==> src/rtl/myproject_mac_pkg.sv <==
// Shared types and constants for the dense-layer MAC accumulator.
package myproject_mac_pkg;

  typedef enum logic [1:0] {ST_ACC, ST_RND, ST_OUT} state_t;

  localparam int N_IN_DEF       = 16;
  localparam int PROD_WIDTH_DEF = 30;
  localparam int ACC_WIDTH_DEF  = 38;
  localparam int OUT_WIDTH_DEF  = 16;
  localparam int FRAC_SHIFT_DEF = 10;

  // Smallest accumulator that can sum n_in products plus a bias without wrapping.
  function automatic int min_acc_width(input int n_in, input int prod_width);
    return prod_width + $clog2(n_in) + 1;
  endfunction

endpackage

==> src/rtl/myproject_round_sat.sv <==
// Combinational round-half-up, arithmetic right shift and saturation to OUT_WIDTH.
module myproject_round_sat
  import myproject_mac_pkg::*;
#(
  parameter int ACC_WIDTH  = ACC_WIDTH_DEF,
  parameter int OUT_WIDTH  = OUT_WIDTH_DEF,
  parameter int FRAC_SHIFT = FRAC_SHIFT_DEF
) (
  input  logic signed [ACC_WIDTH-1:0] acc,
  output logic signed [OUT_WIDTH-1:0] data,
  output logic                        sat
);

  localparam logic signed [ACC_WIDTH-1:0] HALF = ACC_WIDTH'(64'sd1 <<< (FRAC_SHIFT - 1));
  localparam logic signed [ACC_WIDTH-1:0] MAXV = ACC_WIDTH'((64'sd1 <<< (OUT_WIDTH - 1)) - 64'sd1);
  localparam logic signed [ACC_WIDTH-1:0] MINV = ACC_WIDTH'(-(64'sd1 <<< (OUT_WIDTH - 1)));

  function automatic logic signed [ACC_WIDTH-1:0] round_shift(input logic signed [ACC_WIDTH-1:0] a);
    return (a + HALF) >>> FRAC_SHIFT;
  endfunction

  // Returns {sat, data}.
  function automatic logic [OUT_WIDTH:0] saturate(input logic signed [ACC_WIDTH-1:0] r);
    if (r > MAXV)      return {1'b1, MAXV[OUT_WIDTH-1:0]};
    else if (r < MINV) return {1'b1, MINV[OUT_WIDTH-1:0]};
    else               return {1'b0, r[OUT_WIDTH-1:0]};
  endfunction

  logic signed [ACC_WIDTH-1:0] r;
  logic        [OUT_WIDTH:0]   res;

  always_comb begin
    r    = round_shift(acc);
    res  = saturate(r);
    sat  = res[OUT_WIDTH];
    data = res[OUT_WIDTH-1:0];
  end

endmodule

==> src/rtl/myproject_mac_accum.sv <==
// Accumulates one group of signed products onto a scaled bias, then rounds,
// saturates and holds the activation until downstream accepts it.
module myproject_mac_accum
  import myproject_mac_pkg::*;
#(
  parameter int N_IN       = N_IN_DEF,
  parameter int PROD_WIDTH = PROD_WIDTH_DEF,
  parameter int ACC_WIDTH  = ACC_WIDTH_DEF,
  parameter int OUT_WIDTH  = OUT_WIDTH_DEF,
  parameter int FRAC_SHIFT = FRAC_SHIFT_DEF
) (
  input  logic                         ap_clk,
  input  logic                         ap_rst,
  input  logic signed [PROD_WIDTH-1:0] prod_i,
  input  logic                         prod_valid,
  input  logic                         prod_last,
  output logic                         prod_ready,
  input  logic signed [OUT_WIDTH-1:0]  bias_i,
  output logic signed [OUT_WIDTH-1:0]  out_data,
  output logic                         out_valid,
  input  logic                         out_ready,
  output logic                         out_sat,
  output logic                         len_err
);

  localparam int              CNT_W    = $clog2(N_IN);
  localparam logic [CNT_W-1:0] CNT_LAST = CNT_W'(N_IN - 1);

  state_t                      state, state_n;
  logic [CNT_W-1:0]            cnt;
  logic signed [ACC_WIDTH-1:0] acc;
  logic signed [ACC_WIDTH-1:0] acc_base;
  logic signed [ACC_WIDTH-1:0] prod_ext;
  logic signed [ACC_WIDTH-1:0] bias_ext;
  logic signed [OUT_WIDTH-1:0] rs_data;
  logic                        rs_sat;
  logic                        accept, at_last, close;

  assign accept   = prod_valid && prod_ready;
  assign at_last  = (cnt == CNT_LAST);
  assign close    = accept && (at_last || prod_last);
  assign prod_ext = ACC_WIDTH'(prod_i);
  assign bias_ext = ACC_WIDTH'(bias_i);
  // The first product of a group starts from the bias moved to product scale.
  assign acc_base = (cnt == '0) ? (bias_ext <<< FRAC_SHIFT) : acc;

  myproject_round_sat #(
    .ACC_WIDTH (ACC_WIDTH),
    .OUT_WIDTH (OUT_WIDTH),
    .FRAC_SHIFT(FRAC_SHIFT)
  ) u_round_sat (
    .acc (acc),
    .data(rs_data),
    .sat (rs_sat)
  );

  always_comb begin
    state_n = state;
    case (state)
      ST_ACC:  if (close) state_n = ST_RND;
      ST_RND:  state_n = ST_OUT;
      ST_OUT:  if (out_valid && out_ready) state_n = ST_ACC;
      default: state_n = ST_ACC;
    endcase
  end

  always_ff @(posedge ap_clk or posedge ap_rst) begin
    if (ap_rst) begin
      state      <= ST_ACC;
      prod_ready <= 1'b0;
      cnt        <= '0;
      acc        <= '0;
      out_data   <= '0;
      out_valid  <= 1'b0;
      out_sat    <= 1'b0;
      len_err    <= 1'b0;
    end else begin
      state      <= state_n;
      // Registered from the next state so input readiness never sees out_ready or prod_valid.
      prod_ready <= (state_n == ST_ACC);

      // Accumulate stage
      if (accept) begin
        acc <= acc_base + prod_ext;
        cnt <= close ? '0 : cnt + 1'b1;
        if (close && (prod_last != at_last)) len_err <= 1'b1;
      end

      // Round/saturate into the output register stage
      if (state == ST_RND) begin
        out_data  <= rs_data;
        out_sat   <= rs_sat;
        out_valid <= 1'b1;
      end else if (state == ST_OUT && out_ready) begin
        out_valid <= 1'b0;
      end
    end
  end

endmodule

==> config.mk <==
export PLATFORM = sky130hd
export DESIGN_NAME = myproject_mac_accum
export DESIGN_NICKNAME = d
export VERILOG_FILES = /design/src/rtl/myproject_mac_pkg.sv /design/src/rtl/myproject_round_sat.sv /design/src/rtl/myproject_mac_accum.sv
export SDC_FILE = /design/constraint.sdc
export NUM_CORES = 1
export LEC_CHECK = 0
export ABC_AREA = 1
export CORE_MARGIN = 2
export CORE_UTILIZATION = 40
export CTS_CLUSTER_SIZE = 14
export DETAILED_ROUTE_END_ITERATION = 12
export PLACE_DENSITY = 0.64
export SYNTH_ARGS = -nofsm -noshare
export SYNTH_HDL_FRONTEND = slang
export SYNTH_SLANG_ARGS = --single-unit
==> constraint.sdc <==
create_clock -name ap_clk -period 6.1 [get_ports ap_clk]
set_input_delay 1.83 -clock ap_clk [delete_from_list [all_inputs] [get_ports ap_clk]]
set_output_delay 1.83 -clock ap_clk [all_outputs]
set_load 0.05 [all_outputs]
Word-level counts from Yosys, hierarchy flattened:

Cells that the tools add are included.

* memory bits (writable): 0
* output and inout bits: 20
* input port bits: 51
* memories: 0
* latch bits: 0
* memory bits (read-only): 0
* flip-flop bits (word level): 64
* word-level logic and storage cells: 37

* shifts and indexed selects: 0
* bitwise gates (word level): 0
* div/mod/pow operators: 0
* multipliers: 0
* equality and inequality tests: 4
* $add $sub $neg: 3
* reduce and logical (&&, ||, !) cells: 11
* magnitude comparators: 2
* mux-type cells: 9

Operator list (count)
* $add 38x11->38 const B: 1
* $add 38x30->38: 1
* $mux 38: 1
* $mux 17: 2
* $gt 28x16->1 const B: 1
* $lt 28x16->1 const B: 1
* $pmux 2 s3: 1
* $logic_and 1x1->1: 5
* $add 4x1->4 const B: 1
* $eq 4x4->1 const B: 1
* $logic_not 2->1: 2
* $logic_not 4->1: 1
* $mux 2: 2
* $mux 4: 1
* $eq 2x1->1 const B: 1
* $eq 2x2->1 const B: 1
* $mux 1: 2
* $reduce_and 2->1: 1
* $reduce_bool 2->1: 1
* $logic_or 1x1->1: 1
* $ne 1x1->1: 1

Depth between registers and ports, before layout:

Gate-level depths: netlist of the first run.

* depth in word-level cells: 6
* gate-level depth with buffers: 24

Modules after synthesis:

From an unflattened synthesis of the first run, not the netlist that was laid out.

* cells, all modules: 1089
* area, all modules: 6655.1 um2

Modules (own cells, without submodules)
* myproject_mac_accum: area an instance 5557.8 um2, instances 1, cells each 870, seq. area each 1601.5 um2
* myproject_round_sat: area an instance 1097.3 um2, instances 1, cells each 219, seq. area each 0.0 um2

Worst setup path before layout of the first run:

Ideal clock, no wire load.

* path kind: input to register
* from: input bias_i[15]
* to: register acc[36]
* arrival time: 3.745 ns
* data required time: 5.966 ns
* slack: 2.221 ns
* stages: 13
* path buffers: 1
* path through: or2_2 -> clkbuf_1 -> o21ai_0 -> inv_1 -> ha_1 -> inv_1 -> nor3_1 -> nand2_1 -> nor4_1 -> nand3_1 -> nand3_1 -> xor2_1 -> o21ai_0

* longest elaborated chain between the ends: 2

RTL lines
* start: declaration: RTL line myproject_mac_accum.sv:18 `input logic signed [OUT_WIDTH-1:0] bias_i,`
* $mux 38: RTL line myproject_mac_accum.sv:45 `assign acc_base = (cnt == '0) ? (bias_ext <<< FRAC_SHIFT) : acc;`
* $add 38x30->38: RTL line myproject_mac_accum.sv:84 `acc <= acc_base + prod_ext;`
* end signal: assignment: RTL line myproject_mac_accum.sv:84
* end: declaration: RTL line myproject_mac_accum.sv:31 `logic signed [ACC_WIDTH-1:0] acc;`

No other way between the ends.
A chain may end at the register's enable or synchronous reset.

Final worst setup path of the first run:

Ends and elaborated chain as after synthesis.

==> impl_metrics.toml, run 1 <==
[grt]
grt_use_total_pct = 24.1
antenna_found_initial = 0
gr-usage-met2_pct = 39.5
gr-max-usage-layer = "met2"
grt_pass1_wl_mm = 30.9
grt_pass1_vias = 6143
grt_start_max_net_pins = 38
grt_use_met3_pct = 2.83
grt_util_met1_pct = 32.2
overflow = 0

[timing]
drv_slew = 0
maxSlewHeadroom_pct = 36.2
tns_ns = 0
rsz0062_at_grt = "no"
timing.fmax_mhz = 228
final_hold_viol_count = 0
min_period_ns = 4.38
fin_skew_ns = 0.0127
worstMarginPinSlew_ns = 0.954
setup_viol = 0
fin_crit_sh_pct = 71.8

[pwr]
power_density_nw_per_um2 = 645
seqPwrFrac_pct = 18.0
vdd_drop_max_v = 0.000213
leakagePower_nw = 3.59
p_int_mw = 2.12
switching_share_pct = 55.7
p_switching_mw = 2.66
comb_power_share_pct = 70.4
total_power_mw = 4.78
pwr-share-clk_pct = 11.6

[drt]
drt_iter0_markers = 486
drc_errors = 0
routed_via_density = 5.12
dr_total_vias = 6482
drtPass1Iterations = 6
routedWlPerCell_um = 15.2
wl_mm = 19.3
drtAntennaViolNets = 0

[layout]
fill_cells = 1627
drive_gt1_share_pct = 5.66
fin_util_pct = 48.7
final_cell_area_um2 = 7410
n_antenna_cell = 0
area_growth_pct = 18.8
nets = 1165

[yosys]
syn_nets = 1098
yosysSeqAreaShare_pct = 25.7
postSynthAreaPerCell_um2 = 6.20
synth_cell_types = 44
synth-seq-cells = 64
synth_edf_count = 0
synth_cells = 1005
ys_async_sr_fraction_pct = 100
yosysWarnings = 0
ys.flop_type = "dfrtp_1"
syn_area_um2 = 6240

[clocking]
clock-sinks = 64
clockRootBuffer = "clkbuf_16"
cts_resized = 0
cts_tree = "yes"
cts_hold_buf = 0
postCtsSetupBuffers = 0
numCtsBuffers = 9
clk_latency_ns = 0.36
cts.clk_slew.worst_paths_ns = 0.06
htree_num_levels = 3
clock_tree.buffer_depth = 2

[placed_design]
place_area_um2 = 7100
port_buffers = 70
hpwlAfterDp_mm = 15.4
gp_congestion = 0.966

[worst_setup_path]
crit_path_end_kind = "register"
critical_path_class = "input pin to register"
arrival_ns = 4.60
start_kind = "input pin"
crit_required_ns = 6.32
cp_max_fo = 13
worstRegToRegCells = 15

[floorplan]
core_um2 = 15200
die_h_um = 129
die_w_um = 129
die-area_um2 = 16600
start_util_pct = 41.0
rows = 45
io_pins = 71

[hold_path]
hold_path_depth = 1
hold_path_class = "register to register"

[run_status]
status = "completed"

[run]
maxCapViolCount = 0
-- synth_stat cells, types with 3 or more instances --
library cell  instances  share of area [%]
nor2_2                8               0.80
nand2_1             357                 21
ha_1                 41                8.2
xnor2_1              11                1.5
a21boi_0              3               0.36
xor2_1               15                2.1
o21a_1                3               0.36
nand2_4               3               0.54
a31oi_1               8               0.80
nand2_2              14                1.4
o21bai_1              3               0.36
a21oi_1              54                4.3
nor2_1              116                7.0
nor3_1                8               0.64
nand4_1               5               0.50
or2_2                 5               0.50
nand3_2               3               0.48
o21ai_0              65                5.2
clkbuf_1             14               0.84
o22ai_1               7               0.70
nor2_4                3               0.54
nand3b_1             11                1.3
dfrtp_1              64                 26
inv_1               102                6.1
nand3_1              54                4.3
a21o_1                5               0.60
-- critical path, cell delays in order --
cell	delay [ns]
clkdlybuf4s50_1	0.39
or2_2	0.41
o21ai_0	0.11
inv_1	0.06
ha_1	0.39
nand2_1	0.12
nor2_1	0.24
nand2_1	0.13
nor4_1	0.41
nand3_1	0.14
nand3_1	0.14
xor2_1	0.14
o21ai_0	0.08
-- power groups by stage --
stage                     Sequential [mW]  Clock, mW  Combinational [mW]
after floorplan                      1.01          0                2.30
after global placement              0.859          0                3.32
after detailed placement            0.861          0                3.33
after CTS                           0.856      0.558                3.35
after global routing                0.893      0.573                3.79
final                               0.860      0.553                3.36
-- state kept, by name, summed over array words and instances, names as in the netlist --
signal      flops
prod_ready      1
cnt             4
acc            38
len_err         1
out_sat         1
state           2
out_data       16
out_valid       1
-- cell type report --
cell class              instances  area (µm²)  share of cell area [%]
multi-input cells             817        4130                    55.8
flip-flops and latches         64        1600                    21.6
repair buffers                 75         738                    9.96
inverters                     105         394                    5.32
clock buffers                  10         239                    3.23
well taps                     188         235                    3.17
clock inverters                 6        67.6                   0.912
-- logic make-up (layout without fill, tap and decap cells) --
kind of cell	after synthesis	after routing	synth area share, %
flip-flops	64	64	25.7
buffers and inverters	124	196	8.03
AO/OA/AOI/OAI	155	155	13.5
AND/OR/NAND/NOR	594	594	40.5
adder cells (fa/ha/maj)	42	42	8.55
XOR/XNOR	26	26	3.65
-- path summary, 6_finish.rpt --
check,startpoint,to,slack [ns]
worst max-delay path,bias_i[15],acc[36],1.72
worst min-delay path,state[0],state[0],0.44
worst max register to register,cnt[0],acc[21],2.01
worst min register to register,state[0],state[0],0.44
max in group asynchronous,ap_rst,cnt[0],3.22
min in group asynchronous,ap_rst,acc[10],1.96
-- placed cells by master (no fill, tap or decap), types with 3 or more instances in the layout --
cell             count
nand3_2              3
nand2_4              3
clkbuf_16            9
clkdlybuf4s50_1     70
xor2_1              15
nand3_1             54
or2_2                5
o21ai_0             65
nand4_1              5
xnor2_1             11
a31oi_1              8
inv_1              101
nor2_1             116
buf_4                5
nor3_1               8
nand2_1            357
ha_1                41
o21bai_1             3
a21boi_0             3
nor2_4               3
a21oi_1             54
dfrtp_1             64
a21o_1               5
o21a_1               3
nand2_2             14
nand3b_1            11
o22ai_1              7
nor2_2               8
-- routing by layer --
| layer | wire length [µm] | vias to the layer above |
|---|---|---|
| li1 | - | 3384 |
| met1 | 9030 | 2868 |
| met2 | 8800 | 194 |
| met3 | 813 | 36 |
| met4 | 631 | 0 |
| met5 | 0 | - |
-- through the flow --
| stage | setup slack (ns) | hold WS, ns | cells |
|---|---|---|---|
| after floorplan | 2.22 | 0.420 | 1005 |
| after global placement | 1.35 | 0.438 | 1249 |
| after detailed placement | 1.37 | 0.436 | 1249 |
| after CTS | 1.73 | 0.444 | 1265 |
| after global routing | 1.45 | 0.477 | 1265 |
| final | 1.72 | 0.438 | 1265 |
Power figures use the tool's default switching activity.
==> inputs of run 2 (changes only) <==
PLACE_DENSITY = 0.66   (was 0.64)
clock period = 3.7 ns   (was 6.1 ns; I/O delays follow)
==> run 2 against run 1 <==
Setup slack worse by 1.4 ns; sequential share of layout area down 0.65 points; via count is 0.39% higher; critical path type unchanged.
==> impl_metrics.toml, run 2 (synthesis results as in run 1) <==
[run_status]
status = "completed"

[clocking]
numCtsBuffers = 9
clock-sinks = 64
postCtsSetupBuffers = 0
htree_num_levels = 3
clock_tree.buffer_depth = 2
cts.clk_slew.worst_paths_ns = 0.06
cts_tree = "yes"
clk_latency_ns = 0.35
cts_resized = 0
cts_hold_buf = 0
clockRootBuffer = "clkbuf_16"

[floorplan]
die_w_um = 129
die-area_um2 = 16600
rows = 45
die_h_um = 129
io_pins = 71
start_util_pct = 41.0
core_um2 = 15200

[layout]
area_growth_pct = 22.5
final_common_cell = "nand2_1"
fin_util_pct = 50.2
largest_reg_flops = 38
regArea_um2 = 1600
multi_input_area_um2 = 4130
final_cell_count_no_fill = 1294
regMostFlops = "acc"
final_cell_area_um2 = 7640
n_antenna_cell = 0
drive_gt1_share_pct = 8.14
nets = 1194
fill_cells = 1588
top_regs = "acc: 38 flops, out_data: 16 flops, cnt: 4 flops"
layout_common_cells = "357 x nand2_1, 116 x nor2_1, 101 x inv_1, 70 x clkdlybuf4s50_1, 65 x o21ai_0"

[grt]
overflow = 0
grt_use_total_pct = 23.9
grt_start_max_net_pins = 65
grt_pass1_wl_mm = 31.0
grt_pass1_vias = 6222
antenna_found_initial = 0

[drt]
routed_via_density = 5.03
drtAntennaViolNets = 0
drt_iter0_markers = 381
wl_mm = 19.0
routedWlPerCell_um = 14.7
dr_total_vias = 6507
drc_errors = 0
drtPass1Iterations = 5

[pwr]
leakagePower_nw = 3.73
power_density_nw_per_um2 = 1070
vdd_drop_max_v = 0.000336

[timing]
tns_ns = 0
final_hold_viol_count = 0
fin_crit_sh_pct = 92.4
rsz0062_at_grt = "no"
fin_skew_ns = 0.0106
worstMarginPinSlew_ns = 0.526
timing.fmax_mhz = 292
drv_slew = 0
maxSlewHeadroom_pct = 64.9
timing.hold.ws_ns = 0.436
setup_viol = 0
min_period_ns = 3.42

[worst_setup_path]
crit_path_end_kind = "register"
start_kind = "input pin"
crit_path_frequent_cell = "o21ai_0"
crit_required_ns = 3.92
critPathSlowestCell = "or2_2"
path_delay_family = "simple AND/OR/NAND/NOR gates"
critical_path_class = "input pin to register"
slowest_delay_ns = 0.40
cp_max_fo = 13
arrival_ns = 3.64
cp_cell_sequence = "clkdlybuf4s50_1, or2_2, o21ai_0, inv_1, ha_1, a21oi_1, o21ai_0, a21oi_1, nor2_1, nor3b_1, nand4_1, nand3_1, o21ai_0"
critPathBufInv = 2

[placed_design]
hpwlAfterDp_mm = 15.5
place_area_um2 = 7330
port_buffers = 70
dp.cells = 1278
gp_congestion = 0.960

[run]
maxCapViolCount = 0

[hold_path]
hold_path_class = "register to register"
==> run 2: cell types whose count changed in the layout (fill, tap and decap cells not counted), sizes merged <==
| cell | change |
|---|---|
| clkbuf | -1 |
| clkinv | +1 |
| buf | +29 |
==> run 2: area by class of cell <==
| type | count | area share [%] |
|---|---|---|
| clock buffer | 9 | 2.95 |
| timing repair buffer | 104 | 12.7 |
| sequential | 64 | 21.0 |
| multi-input combinational | 817 | 54.1 |
| tap | 188 | 3.08 |
| inverter | 105 | 5.16 |
| clock inverter | 7 | 1.05 |
==> run 2: metal layers <==
metal  vias to the layer above  wire [µm]  track usage, %
met5                         -          0               0
met4                         0        304            6.27
met3                        22        630            3.49
met2                       127       8890            40.6
met1                      2932       9190            31.9
li1                       3426          -               -
==> run 2: where the power goes <==
part	internal, mW	total, mW	leakage [nW]	switching [mW]
sequential	1.05	1.43	0.772	0.380
clock	0.528	0.901	0.142	0.373
combinational	2.16	5.85	2.82	3.69
==> run 2: worst reg2reg max path, stage by stage (launching register included) <==
cell and delay [ns]:
dfrtp_1 0.38, inv_1 0.09, ha_1 0.15, nand3_1 0.14, buf_4 0.20, or2_2 0.39
o21ai_0 0.11, inv_1 0.06, ha_1 0.32, a21oi_1 0.23, o21ai_0 0.15, a21oi_1 0.18
nor2_1 0.07, nor3b_1 0.28, nand4_1 0.15, nand3_1 0.11, o21ai_0 0.08
==> run 2: stage by stage <==
step                      setup WS [ns]  power, mW
after global placement           0.0464       7.21
after global routing             0.0835       9.00
after detailed placement         0.0157       7.23
after floorplan                   0.541       5.45
final                             0.280       8.18
after CTS                         0.361       8.16
==> run 2: final timing paths <==
path	from	endpoint	slack, ns	cells past startpoint
worst min register to register	state[0]	state[0]	0.44	1
max in group asynchronous	ap_rst	acc[8]	2.26	3
min in group asynchronous	ap_rst	out_data[1]	1.15	3
worst min-delay path	state[0]	state[0]	0.44	1
worst max register to register	cnt[0]	acc[34]	0.49	16
worst max-delay path	bias_i[15]	acc[34]	0.28	13
==> inputs of run 3 (changes only) <==
CAP_MARGIN = 20   (was default)
TNS_END_PERCENT = 100   (was default)
==> results of run 3 <==
No change in the layout: final DEF, timing and power equal those of run 2.
